**src/rtl/interrupt_controller.sv**
```systemverilog
// Interrupt and vector sequencer: synchronises, masks, prioritises and latches RESET/NMI/IRQ
// requests, then emits the two-byte vector address on acknowledge. Optional macro: IRQ_LATCH_EN.
module interrupt_controller #(
  parameter int NUM_IRQ     = 4,
  parameter int SYNC_STAGES = 2
) (
  input  logic               clk,
  input  logic               rst,
  input  logic [NUM_IRQ-1:0] irq_src,
  input  logic               nmi_n,
  input  logic               i_flag,
  input  logic               int_ack,
  input  logic               cfg_we,
  input  logic [NUM_IRQ-1:0] cfg_wdata,
  output logic [NUM_IRQ-1:0] irq_enable,
  output logic [NUM_IRQ-1:0] irq_pending,
  output logic               int_req,
  output logic [1:0]         int_type,
  output logic [15:0]        vector_addr,
  output logic               vector_valid,
  output logic               busy
);

  typedef enum logic [1:0] {
    ST_IDLE   = 2'b00,
    ST_ACK_LO = 2'b01,
    ST_ACK_HI = 2'b10
  } state_t;

  typedef enum logic [1:0] {
    T_NONE  = 2'b00,
    T_IRQ   = 2'b01,
    T_NMI   = 2'b10,
    T_RESET = 2'b11
  } int_type_t;

  state_t             state, state_next;
  int_type_t          sel_type, type_q;
  logic [NUM_IRQ-1:0] irq_sync [SYNC_STAGES];
  logic [SYNC_STAGES-1:0] nmi_sync;
  logic [NUM_IRQ-1:0] irq_s;
  logic               nmi_s, nmi_prev, nmi_edge;
  logic               nmi_pending, reset_pending;
  logic               irq_req, take;

  // NOTE: the synchroniser array is ordinary flops, not a RAM, so every entry gets an async reset.
  always_ff @(posedge clk or negedge rst) begin
    if (!rst) begin
      for (int i = 0; i < SYNC_STAGES; i++) irq_sync[i] <= '0;
      nmi_sync <= '1;
    end else begin
      irq_sync[0] <= irq_src;
      for (int i = 1; i < SYNC_STAGES; i++) irq_sync[i] <= irq_sync[i-1];
      nmi_sync <= {nmi_sync[SYNC_STAGES-2:0], nmi_n};
    end
  end

  assign irq_s    = irq_sync[SYNC_STAGES-1];
  assign nmi_s    = nmi_sync[SYNC_STAGES-1];
  assign nmi_edge = nmi_prev & ~nmi_s;

  // NOTE: all state registers use non-blocking assignments so every flop samples pre-edge values.
  always_ff @(posedge clk or negedge rst) begin
    if (!rst) begin
      irq_enable <= '1;
      nmi_prev   <= 1'b1;
    end else begin
      if (cfg_we) irq_enable <= cfg_wdata;
      nmi_prev <= nmi_s;
    end
  end

`ifdef IRQ_LATCH_EN
  logic [NUM_IRQ-1:0] irq_s_prev, irq_sticky, irq_rise, irq_clr;

  assign irq_rise = irq_s & ~irq_s_prev & irq_enable;
  // Write-1-to-clear targets bits whose enable becomes 1, i.e. the written ones; a same-cycle rise wins.
  assign irq_clr  = {NUM_IRQ{cfg_we}} & cfg_wdata;

  always_ff @(posedge clk or negedge rst) begin
    if (!rst) begin
      irq_s_prev <= '0;
      irq_sticky <= '0;
    end else begin
      irq_s_prev <= irq_s;
      irq_sticky <= (irq_sticky & ~irq_clr) | irq_rise;
    end
  end

  assign irq_pending = irq_sticky;
`else
  assign irq_pending = irq_s & irq_enable;
`endif

  assign irq_req = (|irq_pending) & ~i_flag;
  assign busy    = (state != ST_IDLE);

  always_comb begin
    if (reset_pending)    sel_type = T_RESET;
    else if (nmi_pending) sel_type = T_NMI;
    else if (irq_req)     sel_type = T_IRQ;
    else                  sel_type = T_NONE;
  end

  assign int_req      = (reset_pending | nmi_pending | irq_req) & ~busy;
  assign int_type     = busy ? type_q : sel_type;
  assign vector_valid = busy;
  assign take         = (state == ST_IDLE) & int_ack & int_req;

  function automatic logic [15:0] vec_base(input int_type_t t);
    case (t)
      T_RESET: vec_base = 16'hFFFC;
      T_NMI:   vec_base = 16'hFFFA;
      default: vec_base = 16'hFFFE;
    endcase
  endfunction

  // NOTE: defaulting state_next before the case keeps this block free of inferred latches.
  always_comb begin
    state_next = state;
    case (state)
      ST_IDLE:   if (take) state_next = ST_ACK_LO;
      ST_ACK_LO: state_next = ST_ACK_HI;
      ST_ACK_HI: state_next = ST_IDLE;
      default:   state_next = ST_IDLE;
    endcase
  end

  always_ff @(posedge clk or negedge rst) begin
    if (!rst) begin
      state         <= ST_IDLE;
      type_q        <= T_RESET;
      reset_pending <= 1'b1;
      nmi_pending   <= 1'b0;
      vector_addr   <= 16'h0000;
    end else begin
      state <= state_next;
      if (take) begin
        type_q      <= sel_type;
        vector_addr <= vec_base(sel_type);
      end else if (state == ST_ACK_LO) begin
        vector_addr <= {vector_addr[15:1], 1'b1};
      end
      if (take && sel_type == T_RESET) reset_pending <= 1'b0;
      // An edge coinciding with the NMI being taken re-arms it, so no edge is ever dropped.
      nmi_pending <= (nmi_pending & ~(take && sel_type == T_NMI)) | nmi_edge;
    end
  end

endmodule

```
**config.mk**
```make
export PLATFORM = sky130hd
export DESIGN_NAME = interrupt_controller
export DESIGN_NICKNAME = d
export VERILOG_FILES = /design/src/rtl/interrupt_controller.sv
export SDC_FILE = /design/constraint.sdc
export NUM_CORES = 1
export LEC_CHECK = 0
export ABC_AREA = 1
export CAP_MARGIN = 20
export CORE_MARGIN = 2
export CORE_UTILIZATION = 37
export DETAILED_ROUTE_END_ITERATION = 6
export GPL_ROUTABILITY_DRIVEN = 0
export PLACE_DENSITY = 0.77
export SLEW_MARGIN = 15
export SYNTH_ARGS = -nofsm -noshare
export SYNTH_HDL_FRONTEND = slang
export SYNTH_SLANG_ARGS = --single-unit
```
**constraint.sdc**
```tcl
create_clock -name clk -period 1.1 [get_ports clk]
set_input_delay 0.22 -clock clk [delete_from_list [all_inputs] [get_ports clk]]
set_output_delay 0.22 -clock clk [all_outputs]
set_load 0.02 [all_outputs]
```
== Yosys cells after proc, flatten, opt, wreduce, memory -nomap -nowiden ==
Cells that the tools add are included.
Widths: inputs -> output; s select.
Operators by class
  bitwise logic cells: 14
  eq/ne operators: 4
  reductions and logical operators: 6
  mux-type cells: 9
Operators by type and width (number)
  $mux 16: 1
  $mux 2: 4
  $and 1x1->1: 6
  $pmux 3 s2: 1
  $and 4x4->4: 1
  $eq 2x2->1 const B: 2
  $not 1->1: 4
  $pmux 2 s2: 1
  $reduce_bool 2->1: 2
  $reduce_or 4->1: 1
  $or 1x1->1: 3
  $eq 2x1->1 const B: 1
  $logic_and 1x1->1: 2
  $logic_not 2->1: 1
  $mux 1: 2
  $ne 2x2->1 const B: 1
Word-level totals
  logic and storage cells: 44
  input port bits: 14
  register bits: 37
  output and inout port bits: 29

== Longest topological paths before layout ==
  depth in word-level cells: 11
  mapped depth: 8
  gate-level depth less buffers: 8

== Worst setup path before layout ==
No wires, ideal clock.
  path kind: reg2out
  from: register irq_enable[1]
  to: output int_type[0]
  data arrival time: 1.071 ns
  stages on the path, launching flop included: 7
  required time: 0.880 ns
  slack: -0.191 ns
  buffers on the path: 0
  path through: dfstp_2 -> nand2_1 -> nand2_2 -> o21ai_2 -> nand2_1 -> nand3_1 -> nand2_1
On the way
  longest elaborated chain between the ends: 7
RTL lines
  from (decl): line 15  | output logic [NUM_IRQ-1:0] irq_enable,
  from (signal assigned): line 68  | if (cfg_we) irq_enable <= cfg_wdata;
  $and 4x4->4: line 92  | assign irq_pending = irq_s & irq_enable;
  $reduce_or 4->1: line 95  | assign irq_req = (|irq_pending) & ~i_flag;
  $and 1x1->1: line 95
  $mux 1: line 101  | else if (irq_req) sel_type = T_IRQ;
  $mux 2: line 100  | else if (nmi_pending) sel_type = T_NMI;
  $mux 2: line 99  | if (reset_pending) sel_type = T_RESET;
  $mux 2: line 106  | assign int_type = busy ? type_q : sel_type;
  to (decl): line 18  | output logic [1:0] int_type,
Every way passes these cells.

== Final worst setup path ==
  from: register irq_enable[3]
  to: output int_type[0]
The elaborated chain is that of the path after synthesis.

==> flow_summary.json <==
{
  "p_clk_share_pct": 11.4,
  "max_freq_mhz": 609,
  "clock-root-buffer": "clkbuf_4",
  "synthTopCellsByArea": "dfrtp_1, dfstp_2, buf_4",
  "ctsHoldBuffers": 0,
  "path_class": "reg2out",
  "comb_power_share_pct": 52.2,
  "viasPerCell": 4.41,
  "holdWs_ns": 0.230,
  "synth_cell_types": 17,
  "routedWlPerCell_um": 12.5,
  "switchingPower_mw": 1.24,
  "seqPwrFrac_pct": 36.4,
  "antenna_found_initial": 0,
  "nFillCells": 184,
  "critPathRequiredTime_ns": 0.88,
  "core_um2": 2730,
  "clockBufferDepth": 2,
  "dr_wl_met2_um": 1350,
  "synthFlopType": "dfrtp_1",
  "slew_viol_final": 0,
  "period_share_pct": 149,
  "syn_avg_cell_area_um2": 10.8,
  "fp-row-count": 19,
  "violations": "negative setup slack",
  "cts_buffers": 3,
  "grt_usage_pct": 15.3,
  "vias": 865,
  "die_h_um": 57.3,
  "rsz0062_at_grt": "yes",
  "postSynthCellCount": 97,
  "wirelength_um": 2450,
  "hold_violations": 0,
  "maxCapViolCount": 0,
  "timing.rr.start": "irq_enable[3]",
  "fin_setup_tns_ns": -9.09,
  "overflow": 0,
  "clk_pin_slew_ns": 0.12,
  "clk_latency_ns": 0.31,
  "crit_arrival_ns": 1.42,
  "wl_met1_um": 932,
  "worst_pin_slew_ns": 0.203,
  "synth_edf_count": 0,
  "nets": 180,
  "diodes": 0,
  "end_kind": "primary output",
  "met3_length_um": 113,
  "cts_tree": "yes",
  "syn_nets": 111,
  "initialDrtViolationCount": 13,
  "setup_slack_ns": -0.543,
  "p_total_mw": 3.46,
  "peakVddDrop_uv": 1280,
  "synth_top_area_share_pct": 35.7,
  "placed_cells": 174,
  "powerDensity_nw_per_um2": 1840,
  "fp.dieW_um": 57.3,
  "drt_first_pass_iters": 4,
  "io_buffers": 42,
  "h-tree-depth": 1,
  "synth_common_cells": "nand2_1, dfrtp_1, buf_4",
  "final.min_clock_period_ns": 1.64,
  "area_growth_pct": 79.1,
  "grt_pass1_vias": 850,
  "yosysWarnings": 0,
  "rrSetupSlack_ns": -0.21,
  "drcViolationCount": 0,
  "worst_clock_skew_ns": 0.00133,
  "placed_cell_area_um2": 1560,
  "ys_seq_elements": 25,
  "grt_pass1_wl_um": 3860,
  "hold_class": "in2async",
  "synth_largest_area_cell": "dfrtp_1",
  "setup_violations": 34,
  "internal_power_mw": 2.22,
  "relSlewSlack_pct": 86.4,
  "timing.rr.end": "vector_addr[1]",
  "drive_above_1_share_pct": 70.3,
  "sw_frac_of_total_pct": 35.8,
  "die_area_um2": 3290,
  "ys_seq_area_share_pct": 60.6,
  "highest_layer": "met4",
  "synth_area_um2": 1050,
  "outcome": "finished, violations left",
  "r2r.worst_path.cells": 8,
  "grt_max_degree": 26,
  "io_pins": 43,
  "layoutNonFillerInstCount": 196,
  "ant_nets": 0,
  "place_hpwl_um": 1590,
  "p_leak_nw": 0.933,
  "design_area_um2": 1880,
  "worstSetupStartpointType": "register",
  "async_flop_share_pct": 100,
  "cts_num_sinks": 25,
  "synth_most_common_cell": "nand2_1",
  "critPathMaxFanout": 2,
  "initial_core_util_pct": 38.5
}
per-layer routing:
metal / GRT usage (%) / vias up
met5: 0 / -
met3: 2.04 / 5
met1: 17.7 / 408
met2: 27.4 / 34
met4: 7.97 / 0
li1: - / 418
registers in the layout, indices dropped and copies added (netlist names):
| signal | cells |
|---|---|
| irq_enable | 4 |
| irq_s | 4 |
| irq_sync | 4 |
| vector_addr | 4 |
| nmi_sync | 2 |
| state | 2 |
| type_q | 2 |
| nmi_pending | 1 |
| nmi_prev | 1 |
| reset_pending | 1 |
stage by stage:
step | utilization [%] | setup WS, ns
CTS | 64.4 | -0.532
global placement | 57.2 | -0.647
global route | 68.9 | -0.651
floorplan | - | -0.160
finish | 68.9 | -0.543
detailed placement | 57.2 | -0.686
worst max-delay path, cell delays in order (launching register included):
cell and delay, ns:
dfstp_2 0.57, nand2_2 0.06, nand2_2 0.08, o21ai_2 0.06, nand2_1 0.05, nand3_1 0.09
nand2_2 0.08, buf_6 0.11
logic make-up after synthesis:
| logic type | after synthesis | share of synthesized area [%] |
|---|---|---|
| AO/OA/AOI/OAI | 3 | 2.14 |
| flip-flops | 25 | 60.6 |
| AND/OR/NAND/NOR | 38 | 18.7 |
| buffers and inverters | 27 | 14.3 |
| multiplexers | 4 | 4.28 |
power by group through the flow:
stage,registers [mW],logic (mW),clock network (mW)
4_1_cts,1.24,1.43,0.418
6_report,1.26,1.81,0.395
3_3_place_gp,1.24,1.28,0
5_1_grt,1.29,1.93,0.457
2_1_floorplan,1.32,0.600,0
3_5_place_dp,1.25,1.32,0
layout by cell type, fill, tap and decap left out, drive strengths merged:
cell type	n
nor2	6
buf	64
clkinv	1
mux2	4
o21ai	3
inv	14
nand2	26
clkdlybuf4s50	13
nand3	5
nand4	1
dfstp	10
dfrtp	15
clkbuf	3
area by class of cell:
class,count,area (um2),area share [%]
sequential,25,639,33.9
inverter,14,60.1,3.19
tap,31,38.8,2.06
timing repair buffer,77,797,42.3
clock buffer,3,22.5,1.20
clock inverter,1,5.00,0.266
multi-input combinational,45,322,17.1
repair_timing:
action                                  4_1_cts  5_1_grt
gates cloned                                  0        0
pin swaps                                     8        3
setup buffers                                15        9
endpoints found under the setup margin       37       38
gates resized for setup                     191       20
worst max path at each step:
| stage | start | endpoint | depth (start not counted) |
|---|---|---|---|
| detailed placement | i_flag | int_type[0] | 7 |
| floorplan | irq_enable[2] | int_type[0] | 6 |
| global placement | i_flag | int_type[0] | 7 |
| finish | irq_enable[3] | int_type[0] | 7 |
| CTS | irq_enable[1] | int_type[0] | 7 |
| global route | irq_enable[2] | int_type[0] | 7 |
No activity file was read; power rests on OpenSTA's default activity.
